[config.mk]
export PLATFORM = sky130hd
export DESIGN_NAME = truth_table_sweep_ctrl
export DESIGN_NICKNAME = d
export VERILOG_FILES = /design/src/rtl/tt_sweep_pkg.sv /design/src/rtl/tt_err_log.sv /design/src/rtl/truth_table_sweep_ctrl.sv
export SDC_FILE = /design/constraint.sdc
export NUM_CORES = 1
export LEC_CHECK = 0
export ABC_AREA = 1
export BUFFER_PORTS_ARGS = -buffer_cell sky130_fd_sc_hd__buf_2
export CAP_MARGIN = 20
export CORE_UTILIZATION = 50
export CTS_CLUSTER_DIAMETER = 150
export DETAILED_ROUTE_END_ITERATION = 8
export PLACE_DENSITY = 0.84
export RECOVER_POWER = 100
export SYNTH_ARGS = -nofsm -noshare
export SYNTH_HDL_FRONTEND = slang
export SYNTH_HIERARCHICAL = 1
export SYNTH_SLANG_ARGS = --single-unit
export TNS_END_PERCENT = 5
[constraint.sdc]
create_clock -name clk -period 2.2 [get_ports clk]
set_input_delay 0.44 -clock clk [delete_from_list [all_inputs] [get_ports clk]]
set_output_delay 0.44 -clock clk [all_outputs]
set_load 0.05 [all_outputs]
[src/rtl/tt_sweep_pkg.sv]
// tt_sweep_pkg: shared FSM encoding and default widths for the truth-table sweep controller
package tt_sweep_pkg;
   localparam int DEF_IN_W   = 8;
   localparam int DEF_OUT_W  = 5;
   localparam int DEF_SETTLE = 1;
   typedef enum logic [1:0] {
      ST_IDLE  = 2'd0,
      ST_WAIT  = 2'd1,
      ST_CHECK = 2'd2,
      ST_DONE  = 2'd3
   } state_t;
endpackage

[src/rtl/tt_err_log.sv]
// tt_err_log: compares two implementation outputs, counts mismatches, captures the first failing vector
// ports: clk/rst; clr restarts the log for a new sweep; chk marks the sampling cycle;
//        x/y_a/y_b are the vector and both outputs; mismatch is the live compare result;
//        err_count and first_err_* hold the sweep's error record
module tt_err_log
   import tt_sweep_pkg::*;
#(
   parameter int IN_W  = DEF_IN_W,
   parameter int OUT_W = DEF_OUT_W
) (
   input  logic             clk,
   input  logic             rst,
   input  logic             clr,
   input  logic             chk,
   input  logic [IN_W-1:0]  x,
   input  logic [OUT_W-1:0] y_a,
   input  logic [OUT_W-1:0] y_b,
   output logic             mismatch,
   output logic [IN_W:0]    err_count,
   output logic             first_err_valid,
   output logic [IN_W-1:0]  first_err_x,
   output logic [OUT_W-1:0] first_err_ya,
   output logic [OUT_W-1:0] first_err_yb
);
   assign mismatch = y_a != y_b;
   // err_count is one bit wider than x, so a full-space sweep of failures cannot wrap it
   always_ff @(posedge clk)
      if (rst || clr) begin
         err_count       <= '0;
         first_err_valid <= 1'b0;
         first_err_x     <= '0;
         first_err_ya    <= '0;
         first_err_yb    <= '0;
      end else if (chk && mismatch) begin
         err_count <= err_count + 1'b1;
         if (!first_err_valid) begin
            first_err_valid <= 1'b1;
            first_err_x     <= x;
            first_err_ya    <= y_a;
            first_err_yb    <= y_b;
         end
      end
endmodule

[src/rtl/truth_table_sweep_ctrl.sv]
// truth_table_sweep_ctrl: sweeps every input vector into two implementations and checks they agree
// ports: clk/rst (sync, active-high); start begins a sweep from IDLE or DONE;
//        x drives both implementations, y_a/y_b are their outputs;
//        busy/done/pass report progress; err_count and first_err_* report failures
module truth_table_sweep_ctrl
   import tt_sweep_pkg::*;
#(
   parameter int IN_W        = DEF_IN_W,
   parameter int OUT_W       = DEF_OUT_W,
   parameter int SETTLE      = DEF_SETTLE,
   parameter int STOP_ON_ERR = 1
) (
   input  logic             clk,
   input  logic             rst,
   input  logic             start,
   output logic [IN_W-1:0]  x,
   input  logic [OUT_W-1:0] y_a,
   input  logic [OUT_W-1:0] y_b,
   output logic             busy,
   output logic             done,
   output logic             pass,
   output logic [IN_W:0]    err_count,
   output logic             first_err_valid,
   output logic [IN_W-1:0]  first_err_x,
   output logic [OUT_W-1:0] first_err_ya,
   output logic [OUT_W-1:0] first_err_yb
);
   localparam int SW = SETTLE > 1 ? $clog2(SETTLE) : 1;
   state_t state, state_nx;
   logic [SW-1:0] settle_cnt;
   logic go, settled, chk, mismatch, term;
   // start only counts when no sweep is in flight
   assign go      = start && (state == ST_IDLE || state == ST_DONE);
   assign settled = settle_cnt == SW'(SETTLE - 1);
   assign chk     = state == ST_CHECK;
   assign term    = (mismatch && STOP_ON_ERR != 0) || &x;
   tt_err_log #(.IN_W(IN_W), .OUT_W(OUT_W)) u_log (
      .clk(clk),
      .rst(rst),
      .clr(go),
      .chk(chk),
      .x(x),
      .y_a(y_a),
      .y_b(y_b),
      .mismatch(mismatch),
      .err_count(err_count),
      .first_err_valid(first_err_valid),
      .first_err_x(first_err_x),
      .first_err_ya(first_err_ya),
      .first_err_yb(first_err_yb)
   );
   always_ff @(posedge clk)
      state <= rst ? ST_IDLE : state_nx;
   always_comb
      state_nx = go                ? ST_WAIT :
                 state == ST_WAIT  ? (settled ? ST_CHECK : ST_WAIT) :
                 state == ST_CHECK ? (term ? ST_DONE : ST_WAIT) : state;
   always_comb begin
      busy = state == ST_WAIT || state == ST_CHECK;
      done = state == ST_DONE;
      pass = done && err_count == '0;
   end
   // x only moves on the CHECK edge, so it is stable for the whole settle window
   always_ff @(posedge clk)
      if (rst || go) begin
         x          <= '0;
         settle_cnt <= '0;
      end else if (state == ST_WAIT && !settled)
         settle_cnt <= settle_cnt + 1'b1;
      else if (chk && !term) begin
         x          <= x + 1'b1;
         settle_cnt <= '0;
      end
endmodule
==> results of run 1 <==
==> cell families (layout without fill, tap and decap cells) <==
group	after synthesis	after routing
adders and majority gates	5	5
and+or+nand+nor	187	187
DFF	39	39
buffers and inverters	94	149
AOI/OAI and AO/OA	19	19
xor gates and xnor gates	5	5
==> registers in the layout (all words and copies together), names as in the netlist <==
name and flops:
settle_cnt 1, state 2, u_log/err_count 9, u_log/first_err_valid 1, u_log/first_err_x 8, u_log/first_err_ya 5
u_log/first_err_yb 5, x 8
==> worst register-to-register path: cells and delay by family (launching register included) <==
family / cells / cell delay (ns)
and+or+nand+nor: 4 / 0.35
buffers and inverters: 4 / 0.66
adders and majority gates: 1 / 0.31
DFF: 1 / 0.37
==> synth_stat cells, types with 4 or more instances <==
master / instances
nand2_1: 90
inv_1: 80
nor2_1: 41
dfxtp_1: 39
nand4_1: 22
nand3_1: 12
a21oi_1: 10
nor2_2: 7
o21ai_0: 6
buf_2: 5
ha_1: 5
nand2_2: 4
==> layout by cell type, fill, tap and decap left out, types with 5 or more instances in the layout <==
cell type,instances
inv_1,80
o21ai_0,7
clkbuf_8,5
a21oi_1,10
dfxtp_1,39
nor2_2,7
clkbuf_1,40
nand4_1,22
ha_1,5
nor2_1,42
buf_2,12
nand2_1,91
buf_4,6
nand3_1,13
==> how the worst min path moves through the flow <==
| stage | start | endpoint | depth (start not counted) |
|---|---|---|---|
| 2_1_floorplan | settle_cnt$_SDFFE_PP0P_ | settle_cnt$_SDFFE_PP0P_ | 2 |
| 6_report | rst | state[0]$_SDFFE_PP0P_ | 2 |
| 3_3_place_gp | settle_cnt$_SDFFE_PP0P_ | settle_cnt$_SDFFE_PP0P_ | 2 |
| 5_1_grt | rst | state[0]$_SDFFE_PP0P_ | 2 |
| 4_1_cts | rst | state[0]$_SDFFE_PP0P_ | 2 |
| 3_5_place_dp | settle_cnt$_SDFFE_PP0P_ | settle_cnt$_SDFFE_PP0P_ | 2 |
==> metal layers <==
layer	GRT usage, %	up-vias
met4	7.029	0
met1	25.64	956
met5	0	-
met2	37.00	58
li1	-	1156
met3	4.506	9
==> cell type report <==
cell class | count | area share [%]
Clock buffer | 7 | 2.964
Clock inverter | 1 | 0.1944
Inverter | 83 | 12.10
Multi-Input combinational cell | 216 | 41.89
Sequential cell | 39 | 30.32
Tap cell | 52 | 2.527
Timing Repair Buffer | 58 | 10.01
==> power by group <==
part / switching [W] / internal, W / leakage [nW]
logic: 0.000751 / 0.000270 / 0.863
clock network: 0.000234 / 0.000222 / 0.0422
registers: 0.0000560 / 0.000792 / 0.316
total: 0.00104 / 0.00128 / 1.22
==> through the flow <==
step	hold slack (ns)	std cells	power, W	area [um2]
2_1_floorplan	0.4498	349	0.001730	2276
3_5_place_dp	0.4655	448	0.001931	2575
6_report	0.3336	456	0.002326	2575
5_1_grt	0.3424	456	0.002516	2575
4_1_cts	0.3973	456	0.002393	2656
3_3_place_gp	0.4592	448	0.001913	2575
==> out/qor.yml, run 1 <==
placement:
  numPortBuffers: 51
  place_ws_ns: 0.3195
  place_congestion: 0.8131
  dp_hpwl_um: 3461
routing:
  drt_pass1_iterations: 4
  vias: 2179
  wl_per_cell_um: 10.25
  wl_um: 4676
  drc_errors: 0
  top_layer_used: "met4"
  drt_iter0_drc: 125
  viasPerCell: 4.779
  ant_nets: 0
  met1Wirelength_um: 2103
  met2_length_um: 2226
  routed-wl-met3_um: 268
clocking:
  path_clk_slew_ns: 0.07
  clock-sinks: 39
  postCtsHoldBufs: 0
  cts_setup_buffers: 0
  htree_levels: 2
  numCtsBuffers: 5
  cts-root-buf: "clkbuf_8"
  clk_latency_ns: 0.29
  cts.path.max_buffers: 2
  cts_tree: "built"
  post_cts_resized: 0
run:
  cap_violations: 0
worst_setup_path:
  r2r_start: "state[0]$_SDFFE_PP0P_"
  cp-end-kind: "output port"
  regToRegEndpoint: "u_log/first_err_x[1]$_SDFFE_PP0P_"
  cp.arrival_ns: 1.48
  cpLargestDelayFamily: "flip-flops"
  path_class: "flip-flop to output port"
  worst-path-stages: 4
  ff2ff_setup_slack_ns: 0.45
  cp_data_required_time_ns: 1.76
  crit_path_start_kind: "flip-flop"
  crit_path_max_fanout: 4
  endpoint: "pass"
  cpMaxStageDelayCell: "dfxtp_1"
  slowest_delay_ns: 0.38
  cp_cell_sequence: "ha_1 > nand3b_1 > nor4_4 > clkbuf_2"
  reg2regPathDepth: 9
  crit_start: "state[1]$_SDFFE_PP0P_"
  crit_buf_inv: 1
timing:
  relSlewSlack_pct: 57.14
  timing.final.ws_setup_ns: 0.2759
  setup_tns_ns: 0
  rsz0062_at_grt: "no"
  period_share_pct: 87.46
  finalHoldViolCount: 0
  clock-skew-final_ns: 0.004171
  period_needed_ns: 1.924
  drv_slew: 0
  max_freq_mhz: 519.7
  worst_slew_pin_slew_ns: 0.6406
  setup_violations: 0
grt:
  grt_pass1_vias: 2083
  antenna_found_initial: 0
  grt_max_degree: 19
  grt_pass1_wl_um: 8411
  grt_usage_pct: 21.16
  globalRouteOverflowTotal: 0
pwr:
  leakagePower_nw: 1.221
  p_per_area_nw_per_um2: 903.4
  irDropWorstVdd_uv: 495.2
die:
  die_width_um: 69.25
  ioPinCount: 52
  initial_utilization_pct: 51.93
  dieArea_um2: 4795
  core-area_um2: 4354
  rows: 24
  die_y_um: 69.25
synth:
  ys.flop_type: "dfxtp_1"
  synth_warnings: 6
  yosysTopAreaCell: "dfxtp_1"
  syn_avg_cell_area_um2: 6.478
  synth_top_family_by_area: "simple AND/OR/NAND/NOR gates"
  synth_compound_area_share_pct: 4.372
  synth_edf_count: 0
  async_flop_share_pct: 0
  synth_mux_area_share_pct: 0
  synth_top_area_share_pct: 34.53
  syn_inst: 349
  synth_cell_type_count: 29
  ys_ff_latch: 39
  synth_area_um2: 2261
  syn-num-nets: 367
  synth_seq_area_share_pct: 34.53
  synth_simple_gate_area_share_pct: 39.35
  synthTopCellsByArea: "dfxtp_1, nand2_1, inv_1"
  synth_fa_ha_area_share_pct: 2.767
  synth_xor_area_share_pct: 1.937
final_layout:
  multiInputGateArea_um2: 1079
  area_growth_pct: 13.89
  fillers: 432
  final_nets: 421
  fin_util_pct: 59.14
  antenna_cells: 0
  drive_gt1_share_pct: 10.89
  area.sequential_um2: 780.7
min_path:
  hold_path_class: "primary input to flip-flop"
status:
  status: "finished clean"
Note: power is estimated with default switching activity, not from simulation.
==> run 2: changes to the inputs <==
--- a/config.mk
+++ b/config.mk
@@ -11,7 +11,8 @@
 export CORE_UTILIZATION = 50
 export CTS_CLUSTER_DIAMETER = 150
 export DETAILED_ROUTE_END_ITERATION = 8
-export PLACE_DENSITY = 0.84
+export HOLD_SLACK_MARGIN = 0.03
+export PLACE_DENSITY = 0.74
 export RECOVER_POWER = 100
 export SYNTH_ARGS = -nofsm -noshare
 export SYNTH_HDL_FRONTEND = slang
==> out/qor.yml, run 2 (synthesized netlist as in run 1, its figures left out) <==
pwr:
  irDropWorstVdd_uv: 650.1  # +31%
  leakagePower_nw: 1.218  # -0.25%
  p_total_w: 0.002329  # about the same
  p_per_area_nw_per_um2: 906.5  # +0.34%
final_layout:
  area_growth_pct: 13.61
  drive_gt1_share_pct: 10.92  # +0.027 points
  finalInstanceArea_um2: 2569  # -0.24%
  final_cell_mix: "nand2_1, inv_1, nor2_1, clkbuf_1, dfxtp_1"
  regMostFlops: "u_log/err_count"
  final_common_cell: "nand2_1"
  final_nets: 420  # -0.24%
  antenna_cells: 0  # unchanged
  largest_reg_flops: 9  # unchanged
  largestRegisters: "u_log/err_count: 9 flops, u_log/first_err_x: 8 flops, x: 8 flops"
routing:
  viasPerCell: 4.699  # -1.7%
  wl_per_cell_um: 10.20  # -0.55%
  ant_nets: 0  # unchanged
  drt_iter0_drc: 114  # -8.8%
  drt_pass1_iterations: 6  # +2
  wl_um: 4640  # -0.77%
  vias: 2138  # -1.9%
  drc_errors: 0  # unchanged
clocking:
  clock-sinks: 39  # unchanged
  post_cts_resized: 0  # unchanged
  cts-root-buf: "clkbuf_8"
  postCtsHoldBufs: 0  # unchanged
  clk_latency_ns: 0.29  # about the same
  cts.path.max_buffers: 2  # unchanged
  cts_tree: "built"
  htree_levels: 2  # unchanged
  cts_setup_buffers: 0  # unchanged
  numCtsBuffers: 5  # unchanged
  path_clk_slew_ns: 0.07  # about the same
run:
  cap_violations: 0  # unchanged
placement:
  dp_hpwl_um: 3370  # -2.6%
  numPortBuffers: 51  # unchanged
  place_area_um2: 2567  # -0.29%
  place_ws_ns: 0.4042  # +0.08476 ns
  place_congestion: 0.8286  # +1.9%
worst_setup_path:
  slowest_delay_ns: 0.38  # about the same
  r2r_start: "state[0]$_SDFFE_PP0P_"
  cp_cell_sequence: "ha_1 > nand3b_1 > nor4_4 > clkbuf_2"
  cp.arrival_ns: 1.52  # +0.04 ns
  crit_path_max_fanout: 4  # unchanged
  crit_buf_inv: 1  # unchanged
  path_class: "flip-flop to output port"
  crit_path_start_kind: "flip-flop"
  cpMaxStageDelayCell: "dfxtp_1"
  ff2ff_setup_slack_ns: 0.36  # -0.09 ns
  regToRegEndpoint: "u_log/err_count[5]$_SDFFE_PP0P_"
  cp-end-kind: "output port"
  cpLargestDelayFamily: "flip-flops"
  reg2regPathDepth: 8  # -1
  cp_data_required_time_ns: 1.76  # about the same
timing:
  drv_slew: 0  # unchanged
  rsz0062_at_grt: "no"
  setup_tns_ns: 0  # unchanged
  finalHoldViolCount: 0  # unchanged
  setup_violations: 0  # unchanged
  period_share_pct: 89.18  # +1.7 points
  relSlewSlack_pct: 53.02  # -4.1 points
  period_needed_ns: 1.962  # +0.03784 ns
  clock-skew-final_ns: 0.008028  # +0.003857 ns
  worst_slew_pin_slew_ns: 0.7022  # +0.06160 ns
  timing.final.ws_setup_ns: 0.2381  # -0.03784 ns
  max_freq_mhz: 509.7  # -1.9%
grt:
  grt_pass1_wl_um: 8390  # -0.25%
  grt_pass1_vias: 1951  # -6.3%
  gr-usage-met2_pct: 35.81  # -1.2 points
  grtUsageMet1_pct: 26.05  # +0.41 points
  busiest_layer: "met2"
  met3_usage_pct: 3.924  # -0.58 points
  globalRouteOverflowTotal: 0  # unchanged
  grt_usage_pct: 20.99  # -0.17 points
  antenna_found_initial: 0  # unchanged
  grt_max_degree: 22  # +3
min_path:
  min_from: "rst"
  hold_path_class: "primary input to flip-flop"
  hold_end: "state[0]$_SDFFE_PP0P_"
  min_path_cells: 2  # unchanged
die:
  core-area_um2: 4354  # unchanged
  ioPinCount: 52  # unchanged
  rows: 24  # unchanged
  die_width_um: 69.25  # unchanged
  dieArea_um2: 4795  # unchanged
  die_y_um: 69.25  # unchanged
  initial_utilization_pct: 51.93  # unchanged
status:
  status: "finished clean"
-- run 2: routing by layer --
| metal | vias to the layer above | part of all wire [%] |
|---|---|---|
| li1 | 1155 | - |
| met1 | 935 | 48 |
| met2 | 42 | 46 |
| met3 | 6 | 4.7 |
| met4 | 0 | 1.2 |
| met5 | - | 0 |
-- run 2: stage by stage --
stage / hold WS (ns) / util, % / std cells
floorplan: 0.4498 / - / 349
global placement: 0.4613 / 58.97 / 447
detailed placement: 0.4665 / 58.97 / 447
CTS: 0.4130 / 60.83 / 455
global route: 0.3420 / 58.99 / 455
finish: 0.3415 / 58.99 / 455
-- run 2: where the power goes --
| part | total, W | leakage, nW | internal, W | switching, W |
|---|---|---|---|---|
| Sequential | 0.000848 | 0.316 | 0.000792 | 0.0000564 |
| Clock | 0.000461 | 0.0422 | 0.000222 | 0.000239 |
| Combinational | 0.00102 | 0.860 | 0.000260 | 0.000759 |
| Total | 0.00233 | 1.22 | 0.00127 | 0.00105 |
-- run 2: layout make-up --
cell class,count,area [um2]
fillers,464,1785
multi-input cells,216,1079
flip-flops and latches,39,780.7
inverters,83,311.5
repair buffers,57,251.5
clock buffers,7,76.32
well taps,52,65.06
clock inverters,1,5.005
-- run 2: worst max-delay path by stage --
stage / start / endpoint / slack, ns / cells after the start
final: state[0]$_SDFFE_PP0P_ / pass / 0.24 / 4
after global placement: y_b[4] / x[0]$_SDFFE_PP0P_ / 0.42 / 7
after detailed placement: y_b[4] / x[0]$_SDFFE_PP0P_ / 0.40 / 7
after global routing: state[0]$_SDFFE_PP0P_ / u_log/err_count[7]$_SDFFE_PP0P_ / 0.17 / 8
after floorplan: state[0]$_SDFFE_PP0P_ / pass / 0.19 / 3
after CTS: state[0]$_SDFFE_PP0P_ / pass / 0.26 / 4
